[src/rtl/preg_free_list_pkg.sv]
// Shared definitions for the physical-register free list.
// Holds the width-derivation helpers, the default pool sizing, the preg tag
// type and a small wrap-around helper used by the pointer logic.
package preg_free_list_pkg;

    // Default pool sizing. Pregs 0..NUM_ARCH_RST-1 hold the reset mappings.
    localparam int NUM_PREGS_DEF = 64;
    localparam int NUM_ARCH_RST  = 32;

    // Width of a tag able to name any of n registers (at least 1 bit).
    function automatic int tag_w_f(input int n);
        return (n > 1) ? $clog2(n) : 1;
    endfunction

    // Width of a counter that must hold 0..cap inclusive.
    function automatic int cnt_w_f(input int cap);
        return $clog2(cap + 1);
    endfunction

    // Width of a pointer into a cap-entry ring (at least 1 bit).
    function automatic int ptr_w_f(input int cap);
        return (cap > 1) ? $clog2(cap) : 1;
    endfunction

    // Successor of p in a ring of depth entries (depth need not be 2^n).
    function automatic int unsigned wrap_next(input int unsigned p,
                                              input int unsigned depth);
        return (p + 1 >= depth) ? 0 : p + 1;
    endfunction

    localparam int TAG_W = tag_w_f(NUM_PREGS_DEF);

    typedef logic [TAG_W-1:0] preg_tag_t;

endpackage

[src/rtl/preg_free_list_circ_ptr.sv]
// Circular pointer into a DEPTH-entry ring.
// Ports:
//   clk, rst_aH : clock and asynchronous active-high reset (ptr -> 0)
//   inc         : advance by one, wrapping DEPTH-1 -> 0
//   load        : overwrite with load_val (takes priority over inc)
//   load_val    : value loaded when load is high
//   ptr         : current pointer value
module circ_ptr
    import preg_free_list_pkg::*;
#(
    parameter int DEPTH = 32,
    parameter int W     = ptr_w_f(DEPTH)
) (
    input  logic         clk,
    input  logic         rst_aH,
    input  logic         inc,
    input  logic         load,
    input  logic [W-1:0] load_val,
    output logic [W-1:0] ptr
);

    always_ff @(posedge clk or posedge rst_aH) begin
        if (rst_aH) begin
            ptr <= '0;
        end else if (load) begin
            ptr <= load_val;
        end else if (inc) begin
            ptr <= (ptr == W'(DEPTH - 1)) ? '0 : ptr + 1'b1;
        end
    end

endmodule

[src/rtl/preg_free_list.sv]
// Rename-stage physical register free list.
// A circular list of CAP = NUM_PREGS-NUM_ARCH free tags with three pointers:
// head (speculative, advanced by rename), chead (advanced as allocations
// retire) and tail (advanced as stale mappings are returned at commit).
// A flush rewinds head to chead, returning every uncommitted allocation.
// Ports:
//   clk, rst_aH  : clock, asynchronous active-high reset
//   alloc_req    : rename wants one preg this cycle
//   alloc_valid  : a free preg is available and no flush is active
//   alloc_tag    : preg granted when alloc_req && alloc_valid
//   commit_valid : oldest outstanding allocation retired
//   free_valid   : return free_tag to the list
//   free_tag     : preg being returned
//   flush        : squash all uncommitted allocations
//   free_count   : speculative free entries
//   err          : sticky protocol-violation flag
module preg_free_list
    import preg_free_list_pkg::*;
#(
    parameter int NUM_PREGS = NUM_PREGS_DEF,
    parameter int NUM_ARCH  = NUM_ARCH_RST,
    parameter int CAP       = NUM_PREGS - NUM_ARCH,
    parameter int TAG_W     = tag_w_f(NUM_PREGS),
    parameter int CNT_W     = cnt_w_f(CAP)
) (
    input  logic             clk,
    input  logic             rst_aH,
    input  logic             alloc_req,
    output logic             alloc_valid,
    output logic [TAG_W-1:0] alloc_tag,
    input  logic             commit_valid,
    input  logic             free_valid,
    input  logic [TAG_W-1:0] free_tag,
    input  logic             flush,
    output logic [CNT_W-1:0] free_count,
    output logic             err
);

    localparam int PTR_W = ptr_w_f(CAP);

    logic [TAG_W-1:0] entries [CAP];
    logic [PTR_W-1:0] head;
    logic [PTR_W-1:0] chead;
    logic [PTR_W-1:0] tail;
    logic [CNT_W-1:0] spec_cnt;
    logic [CNT_W-1:0] arch_cnt;

    logic             fire;
    logic             commit_ok;
    logic             free_ok;
    logic             commit_bad;
    logic             free_bad;
    logic [CNT_W-1:0] arch_next;
    logic [CNT_W-1:0] spec_next;
    logic [PTR_W-1:0] head_load;

    assign alloc_valid = (spec_cnt != '0) && !flush;
    assign alloc_tag   = entries[head];
    assign free_count  = spec_cnt;
    assign fire        = alloc_req && alloc_valid;

    // A commit with nothing outstanding is only legal when the allocation it
    // retires is being granted in the same cycle.
    assign commit_bad = commit_valid && (arch_cnt == spec_cnt) && !fire;
    assign commit_ok  = commit_valid && !commit_bad;
    assign free_bad   = free_valid && (arch_cnt == CNT_W'(CAP));
    assign free_ok    = free_valid && !free_bad;

    assign arch_next = arch_cnt + CNT_W'(free_ok) - CNT_W'(commit_ok);
    // On flush every uncommitted allocation returns to the list, so the
    // speculative view collapses onto the committed one.
    assign spec_next = flush ? arch_next
                             : spec_cnt + CNT_W'(free_ok) - CNT_W'(fire);

    // Rewinding head must account for a retirement landing in the same cycle.
    assign head_load = commit_ok ? PTR_W'(wrap_next(int'(chead), CAP)) : chead;

    circ_ptr #(.DEPTH(CAP), .W(PTR_W)) u_head (
        .clk      (clk),
        .rst_aH   (rst_aH),
        .inc      (fire),
        .load     (flush),
        .load_val (head_load),
        .ptr      (head)
    );

    circ_ptr #(.DEPTH(CAP), .W(PTR_W)) u_chead (
        .clk      (clk),
        .rst_aH   (rst_aH),
        .inc      (commit_ok),
        .load     (1'b0),
        .load_val ('0),
        .ptr      (chead)
    );

    circ_ptr #(.DEPTH(CAP), .W(PTR_W)) u_tail (
        .clk      (clk),
        .rst_aH   (rst_aH),
        .inc      (free_ok),
        .load     (1'b0),
        .load_val ('0),
        .ptr      (tail)
    );

    // Entry storage: reset contents are the first non-architectural pregs.
    always_ff @(posedge clk or posedge rst_aH) begin
        if (rst_aH) begin
            for (int i = 0; i < CAP; i++) begin
                entries[i] <= TAG_W'(NUM_ARCH + i);
            end
        end else if (free_ok) begin
            entries[tail] <= free_tag;
        end
    end

    always_ff @(posedge clk or posedge rst_aH) begin
        if (rst_aH) begin
            spec_cnt <= CNT_W'(CAP);
            arch_cnt <= CNT_W'(CAP);
            err      <= 1'b0;
        end else begin
            spec_cnt <= spec_next;
            arch_cnt <= arch_next;
            if (commit_bad || free_bad) begin
                err <= 1'b1;
            end
        end
    end

endmodule

[config.mk]
export PLATFORM = sky130hd
export DESIGN_NAME = preg_free_list
export DESIGN_NICKNAME = d
export VERILOG_FILES = /design/src/rtl/preg_free_list_pkg.sv /design/src/rtl/preg_free_list_circ_ptr.sv /design/src/rtl/preg_free_list.sv
export SDC_FILE = /design/constraint.sdc
export NUM_CORES = 1
export LEC_CHECK = 0
export CAP_MARGIN = 10
export CORE_ASPECT_RATIO = 1.4
export CORE_MARGIN = 2
export CORE_UTILIZATION = 62
export DETAILED_ROUTE_END_ITERATION = 8
export PLACE_DENSITY = 0.81
export RECOVER_POWER = 50
export SLEW_MARGIN = 5
export SYNTH_ARGS = -nofsm -noshare
export SYNTH_HDL_FRONTEND = slang
export SYNTH_HIERARCHICAL = 1
export SYNTH_SLANG_ARGS = --single-unit
[constraint.sdc]
create_clock -name clk -period 7.55 [get_ports clk]
set_input_delay 1.1325 -clock clk [delete_from_list [all_inputs] [get_ports clk]]
set_output_delay 1.1325 -clock clk [all_outputs]
set_load 0.02 [all_outputs]
; Word-level counts from Yosys, hierarchy flattened
; Cells that the tools add are included.
[totals]
reg_bits = 220
output_inout_bits = 14
elab_cells = 86
[op_classes]
addsub = 8
magnitude_cmp = 4
n_eq_ne = 5
mux = 14
bitwise = 2
reduce_logical = 15
[ops]
columns = op, n
row1 = $bwmux 192, 1
row2 = $mux 5, 7
row3 = $bmux 6 s5, 1
row4 = $demux 6 s5, 1
row5 = $mux 6, 4
row6 = $ge 6x6->1 const B, 3
row7 = $add 5x1->5 const B, 3
row8 = $eq 5x5->1 const B, 3
row9 = $add 6x1->6, 2
row10 = $not 5->6, 2
row11 = $sub 6x1->6, 2
row12 = $logic_and 1x1->1, 8
row13 = $add 5x1->6 const B, 1
row14 = $eq 6x6->1, 1
row15 = $eq 6x6->1 const B, 1
row16 = $lt 6x1->1 const B, 1
row17 = $reduce_bool 6->1, 1
row18 = $logic_not 1->1, 4
row19 = $reduce_bool 2->1, 1
row20 = $logic_or 1x1->1, 1

; Depth between registers and ports, before layout
; Gate-level depths: netlist of the first run.
[logic_depth]
ltp_word = 9
depth_mapped = 16

; Modules after synthesis
; Netlist of the first run, hierarchy kept.
[by_module_without_submodules]
columns = mod, instances, cells_per_inst, area_per_inst_um2, seq_area_each_um2
row1 = preg_free_list, 1, 755, 10336.2, 5272.6
row2 = circ_ptr, 3, 33, 295.3, 125.1

; Least setup slack after synthesis of the first run
; Ideal clock, no wire load.
[synth_timing]
path_kind = input-to-reg
startpoint = input flush
endpoint = register spec_cnt[4], in the netlist free_count[4]
arrival_ns = 3.877
t_required_ns = 7.425
setup_slack_ns = 3.548
path_stages = 13
path_buffers = 0
cell_sequence = nor3b_1 -> o41ai_4 -> inv_1 -> ha_1 -> inv_1 -> ha_1 -> inv_1 -> fa_1 -> inv_1 -> a21oi_1 -> o21bai_1 -> xor2_1 -> mux2_2
[synth_via]
elab_chain_cells = 9
word_cells_on_any_way = 10
classes_between = add/sub: 2 / mux: 1 / reduce/logical: 7
[synth_rtl]
columns = item, line
row1 = from (decl), preg_free_list.sv:34  ; input logic flush,
row2 = $logic_not 1->1, preg_free_list.sv:57  ; assign alloc_valid = (spec_cnt != '0) && !flush;
row3 = $logic_and 1x1->1, preg_free_list.sv:57
row4 = $logic_and 1x1->1, preg_free_list.sv:60  ; assign fire = alloc_req && alloc_valid;
row5 = $logic_not 1->1, preg_free_list.sv:64  ; assign commit_bad = commit_valid && (arch_cnt == spec_cnt) && !fire;
row6 = $logic_and 1x1->1, preg_free_list.sv:64
row7 = $logic_not 1->1, preg_free_list.sv:65  ; assign commit_ok = commit_valid && !commit_bad;
row8 = $logic_and 1x1->1, preg_free_list.sv:65
row9 = named net commit_ok, preg_free_list.sv:49  ; logic commit_ok;
row10 = $sub 6x1->6, preg_free_list.sv:69  ; assign arch_next = arch_cnt + CNT_W'(free_ok) - CNT_W'(commit_ok);
row11 = named net arch_next[4], preg_free_list.sv:53  ; logic [CNT_W-1:0] arch_next;
row12 = $mux 6, preg_free_list.sv:72  ; assign spec_next = flush ? arch_next
row13 = named net spec_next[4], preg_free_list.sv:54  ; logic [CNT_W-1:0] spec_next;
row14 = to (signal assigned), preg_free_list.sv:118  ; spec_cnt <= CNT_W'(CAP);
row15 = to (signal assigned), preg_free_list.sv:122  ; spec_cnt <= spec_next;
row16 = to (decl), preg_free_list.sv:45  ; logic [CNT_W-1:0] spec_cnt;
; The timed path passes the listed nets, and every way through them passes these cells.
; A chain may end at the register's enable or synchronous reset.

; Worst setup path in the final report of the first run
[layout_timing]
startpoint = register u_head.ptr[1]
endpoint = output alloc_tag[1]
[layout_via]
elab_chain_cells = 4
[layout_rtl]
columns = item, line
row1 = from (decl), preg_free_list_circ_ptr.sv:19  ; output logic [W-1:0] ptr
row2 = from (signal assigned), preg_free_list_circ_ptr.sv:26  ; ptr <= load_val;
row3 = from (signal assigned), preg_free_list_circ_ptr.sv:28  ; ptr <= (ptr == W'(DEPTH - 1)) ? '0 : ptr + 1'b1;
row4 = $not 5->6 (not written as such), preg_free_list.sv:58  ; assign alloc_tag = entries[head];
row5 = $bmux 6 s5, preg_free_list.sv:58
row6 = $mux 6 (not written as such) (2 in series), preg_free_list.sv:58
row7 = to (decl), preg_free_list.sv:30  ; output logic [TAG_W-1:0] alloc_tag,
; Every way passes these cells. The select of a mux whose other input is x is not followed.

==> summary.txt, run 1 <==
Drt
  • Initial drt markers: 414
  • DRT Pass-1 Iters: 5
  • Vias per cell: 6.27
  • WL/cell: 22.3 um
  • DRC errors left: 0
  • Vias post-DR: 7110
  • Antenna viol nets, final: 0
  • Total Wirelength: 25300 um

Logic synthesis
  • Synth Area per Inst: 13.1 sq um
  • Post-Syn Area: 11200 sq um
  • Top cell type's share of synthesized area: 26.7%
  • Yosys warning total: 6
  • Largest cells by area after synthesis: dfstp_2 (27%), dfrtp_1 (24%), mux2_2 (18%)
  • Mux cell area share after synthesis: 29.2%
  • Compound-Gate Fraction of Synth Area: 5.40%
  • Synth Area in Adders: 2.92%
  • Commonest cells in the netlist: mux2_2 (183), dfstp_2 (114), dfrtp_1 (106), mux2i_1 (54), nand2_1 (41)
  • Distinct cells, synth: 58
  • Post-synth EDFFs: 0
  • Sequential area share after synthesis: 50.3%
  • Post-synth top flop: dfstp_2
  • Largest family of logic cells by synthesized area: multiplexers
  • Syn Inst Count: 854
  • Ys async rst share: 100%
  • Simple-gate share of the synthesized area: 8.19%
  • Yosys top cell by area: dfstp_2
  • Count leader, synth: mux2_2
  • Yosys reg bits: 220
  • Post-Synth XOR/XNOR Area: 1.17%

Die
  • Io pins: 26
  • Die ar.: 19200 sq um
  • Die Height: 163 um
  • Initial Utilization: 62.9%
  • Core area: 17900 sq um
  • Core Rows: 58
  • Die X: 118 um

Clock network
  • CTS max path bufs: 3
  • Num CTS Buffers: 22
  • Post-CTS Setup Bufs: 0
  • Root buffer selected by CTS: clkbuf_16
  • Clock Latency Late Sink: 0.50 ns
  • Worst-path clk slew: 0.06 ns
  • CTS resizes: 0
  • Clk sinks: 220
  • CTS tree: done
  • H-tree depth: 1
  • CTS hold repair buffers: 0

Min path
  • Cell depth of the worst hold path: 1
  • Hold EP: entries[148]$_DFFE_PP0P_
  • Worst hold path type: reg -> reg
  • HP Start: entries[148]$_DFFE_PP0P_

Worst setup path
  • Reg2reg path depth: 17
  • Reg2reg setup slack: 3.83 ns
  • Required time of the critical path: 6.42 ns
  • Critical path capture point type: primary output
  • Crit path kind: reg -> out
  • Startpoint Class: flop
  • Worst r2r dst: free_count[4]$_DFF_PP0_
  • CP Max Fanout: 32
  • Reg-to-reg startpoint: free_count[4]$_DFF_PP0_
  • Arr. time, crit path: 3.61 ns

Timing
  • Highest Clock Rate: 211 MHz
  • Clk_skew: 0.0131 ns
  • Final setup violation count: 0
  • Slew Viols, Final: 0
  • Smallest setup slack after layout: 2.80 ns
  • Min cycle time layout: 4.75 ns
  • Worst rel slew slack: 1.11%
  • Crit share post-route: 62.9%
  • Fin Setup TNS: 0 ns
  • Slew of the pin with the lowest slew margin: 1.47 ns
  • RSZ-0062 raised after global routing: no
  • Hold Vio Cnt, Final: 0
  • Hold WS: 0.503 ns

Power
  • Peak VDD IR: 0.292 mV
  • Power per Cell Area: 393 nW/um^2
  • Power, Total: 4.87 mW
  • Leak: 5.23 nW

Global routing
  • Antenna violations before repair: 0
  • Gr ovfl total: 0
  • First-pass GRT wire length: 41100 um
  • Vias in the first global route: 7782
  • Tot GR Track Use: 26.9%
  • Largest net degree at the start of global routing: 126

Status
  • Failing checks: max-capacitance violations
  • Status: finished, violations left

Final layout
  • Nets: 915
  • N_diodes: 0
  • Fillers: 1254
  • Layout cells sized above 1: 41.8%
  • Synth-to-layout area growth: 10.4%

Run
  • Max Cap Viol: 1

Place
  • Detailed placement HPWL: 16600 um
  • # port buffers: 25
  • Routability congestion estimate from global placement: 0.878
  • Worst Setup Slack post-DPL: 2.54 ns
[registers in the layout, summed over array words and instances, names as in the netlist]
name and count:
entries 192, arch_cnt 6, free_count 6, u_chead/ptr 5
u_head/ptr 5, u_tail/ptr 5, err 1
[cells by family after synthesis]
family	after synthesis
flops	220
other cells	1
buf+inv	73
xor+xnor	15
mux	273
compound gates	94
simple gates	153
fa+ha+maj	25
[layout make-up]
| class | instances | area (sq um) | area share, % |
|---|---|---|---|
| clock buffer | 29 | 638 | 5.15 |
| clock inverter | 11 | 164 | 1.32 |
| inverter | 29 | 114 | 0.919 |
| multi-input combinational | 572 | 5180 | 41.8 |
| sequential | 220 | 5650 | 45.6 |
| tap | 240 | 300 | 2.42 |
| timing repair buffer | 33 | 340 | 2.75 |
[critical path: stages, from the launching register on]
cell and delay, ns:
dfrtp_2 1.02, nor2b_1 0.89, a22oi_1 0.29, nand3_1 0.21, nand3_1 0.12, clkdlybuf4s50_1 0.57
[metal layers]
layer | GRT usage [%] | vias to the layer above | share of wire, %
met3 | 3.11 | 57 | 3.7
met2 | 49.1 | 205 | 54
met5 | 0 | - | 0
met4 | 11.8 | 0 | 3.4
li1 | - | 3154 | -
met1 | 32.1 | 3694 | 39
[how the worst max path moves through the flow]
stage / startpoint / to / slack (ns)
2_1_floorplan: rst_aH / arch_cnt[0]$_DFF_PP0_ / 1.01
3_3_place_gp: flush / free_count[4]$_DFF_PP0_ / 2.67
3_5_place_dp: flush / free_count[4]$_DFF_PP0_ / 2.54
4_1_cts: u_head/ptr[1]$_DFFE_PP0P_ / alloc_tag[1] / 2.73
5_1_grt: u_head/ptr[1]$_DFFE_PP0P_ / alloc_tag[1] / 2.51
6_report: u_head/ptr[1]$_DFFE_PP0P_ / alloc_tag[1] / 2.80
[power breakdown]
part	internal, mW	total [mW]	switching (mW)
combinational	0.814	1.54	0.730
clock	0.734	1.19	0.459
sequential	1.80	2.13	0.326
total	3.35	4.87	1.52
[stage by stage]
step           instances  area (sq um)  util (%)
4_1_cts             1131         12500      69.8
6_report            1134         12400      69.4
2_1_floorplan        865         11300         -
3_5_place_dp        1091         11700      65.3
5_1_grt             1134         12400      69.4
3_3_place_gp        1091         11700      65.3
[cells in the final DEF (no fill, tap or decap), types with 12 or more instances in the layout]
cell             instances
mux2_1                  19
nor2_1                  29
nand2_1                 44
clkbuf_16               23
mux2i_1                 54
conb_1                  12
mux4_2                  24
ha_1                    23
mux2_2                 176
clkdlybuf4s50_1         15
nand3_1                 32
inv_1                   26
dfrtp_1                104
a22oi_1                 12
a21oi_1                 24
dfstp_2                114
o21ai_0                 24
(Power assumes the default switching activity.)
==> run 2: changes to the inputs <==
clock period = 4.66 ns   (was 7.55 ns; I/O delays follow)
==> summary.txt, run 2 (synthesis gave the netlist of run 1 again) <==
Status
  • Status: finished, violations left
  • Failing checks: max-capacitance violations, max-slew violations

Worst setup path
  • Worst r2r dst: free_count[4]$_DFF_PP0_
  • Required time of the critical path: 3.96 ns
  • Critical path capture point type: primary output
  • Reg2reg path depth: 17
  • Arr. time, crit path: 3.46 ns
  • CP Max Fanout: 32
  • Reg-to-reg startpoint: free_count[2]$_DFF_PP0_
  • Crit path kind: reg -> out
  • Reg2reg setup slack: 0.87 ns
  • Startpoint Class: flop

Global routing
  • First-pass GRT wire length: 40000 um
  • Gr ovfl total: 0
  • Largest net degree at the start of global routing: 71
  • Vias in the first global route: 7591
  • Antenna violations before repair: 0
  • Tot GR Track Use: 26.0%

Final layout
  • N_diodes: 0
  • Fin util: 69.5%
  • Most frequent cells in the layout: mux2_2 (183), dfstp_2 (114), dfrtp_1 (104)
  • Top reg by flops: entries
  • Commonest non-fill, non-tap cell in the layout: mux2_2
  • Fillers: 1258
  • Layout cells sized above 1: 44.3%
  • Nets: 917
  • Max reg flops: 192
  • Synth-to-layout area growth: 10.6%

Run
  • Max Cap Viol: 4

Drt
  • WL/cell: 21.2 um
  • Antenna viol nets, final: 0
  • Vias per cell: 6.12
  • Initial drt markers: 526
  • Total Wirelength: 24100 um
  • DRT Pass-1 Iters: 5
  • Vias post-DR: 6947
  • DRC errors left: 0

Die
  • Die ar.: 19200 sq um
  • Core area: 17900 sq um
  • Die Height: 163 um
  • Core Rows: 58
  • Io pins: 26
  • Die X: 118 um
  • Initial Utilization: 62.9%

Place
  • Detailed placement HPWL: 16700 um
  • Routability congestion estimate from global placement: 0.837
  • Worst Setup Slack post-DPL: 0.707 ns
  • # port buffers: 25

Clock network
  • Root buffer selected by CTS: clkbuf_16
  • Worst-path clk slew: 0.06 ns
  • CTS tree: done
  • CTS max path bufs: 3
  • H-tree depth: 1
  • CTS hold repair buffers: 0
  • Num CTS Buffers: 22
  • Clk sinks: 220
  • CTS resizes: 0
  • Clock Latency Late Sink: 0.50 ns
  • Post-CTS Setup Bufs: 0

Timing
  • Smallest setup slack after layout: 0.504 ns
  • Hold WS: 0.497 ns
  • Crit share post-route: 89.2%
  • Fin Setup TNS: 0 ns
  • Final setup violation count: 0
  • Hold Vio Cnt, Final: 0
  • RSZ-0062 raised after global routing: no
  • Slew of the pin with the lowest slew margin: 1.70 ns
  • Clk_skew: 0.0113 ns
  • Highest Clock Rate: 241 MHz
  • Slew Viols, Final: 212
  • Worst rel slew slack: -13.6%
  • Min cycle time layout: 4.16 ns

Power
  • Power per Cell Area: 621 nW/um^2
  • Peak VDD IR: 0.518 mV
  • Leak: 5.24 nW

Min path
  • Cell depth of the worst hold path: 1
  • HP Start: entries[38]$_DFFE_PP0P_
  • Worst hold path type: reg -> reg
  • Hold EP: entries[38]$_DFFE_PP0P_
run 2: cell count changes in the layout (fill, tap and decap cells not counted), sizes merged:
cell | before | now
dlygate4sd3 | 9 | 4
buf | 9 | 8
bufinv | 4 | 1
clkinv | 4 | 2
inv | 30 | 29
clkinvlp | 2 | 1
clkdlybuf4s50 | 15 | 19
clkbuf | 29 | 40
run 2: worst max-delay path by stage:
stage                               from                 endpoint  slack [ns]
2_1_floorplan    free_count[5]$_DFF_PP1_  free_count[4]$_DFF_PP0_        0.76
3_3_place_gp                       flush  free_count[4]$_DFF_PP0_        0.77
3_5_place_dp                   alloc_req  free_count[4]$_DFF_PP0_        0.71
4_1_cts        u_head/ptr[1]$_DFFE_PP0P_             alloc_tag[2]        0.47
5_1_grt        u_head/ptr[1]$_DFFE_PP0P_             alloc_tag[4]        0.30
6_report       u_head/ptr[1]$_DFFE_PP0P_             alloc_tag[2]        0.50
run 2: metal layers:
| layer | vias up | global-route usage (%) | wire, um |
|---|---|---|---|
| met4 | 0 | 10.4 | 772 |
| met1 | 3606 | 30.1 | 9350 |
| met2 | 131 | 48.7 | 13300 |
| met5 | - | 0 | 0 |
| li1 | 3154 | - | - |
| met3 | 56 | 3.49 | 714 |
run 2: stage by stage:
step | area, sq um | power [mW] | cells
floorplan | 11300 | 5.23 | 865
global placement | 11700 | 5.77 | 1093
detailed placement | 11700 | 5.96 | 1093
CTS | 12400 | 7.75 | 1133
global route | 12400 | 8.15 | 1136
finish | 12400 | 7.71 | 1136
run 2: worst max-delay path, stage by stage (launching register included):
cell and delay (ns):
dfrtp_2 1.02, mux4_2 0.61, a22o_1 0.28, a221oi_1 0.33, nand3_1 0.14, clkdlybuf4s50_1 0.57
run 2: area by class of cell:
| class | instances | area, sq um | area share [%] |
|---|---|---|---|
| flip-flops and latches | 220 | 5650 | 45.5 |
| clock buffers | 36 | 684 | 5.51 |
| inverters | 29 | 110 | 0.887 |
| repair buffers | 35 | 325 | 2.62 |
| clock inverters | 4 | 48.8 | 0.393 |
| well taps | 240 | 300 | 2.42 |
| multi-input cells | 572 | 5290 | 42.6 |
run 2: power breakdown:
group / switching (mW) / internal (mW) / leakage [nW] / total (mW)
Clock: 0.713 / 1.06 / 0.361 / 1.77
Combinational: 1.13 / 1.33 / 2.36 / 2.46
Sequential: 0.551 / 2.92 / 2.52 / 3.47
Total: 2.40 / 5.31 / 5.24 / 7.71
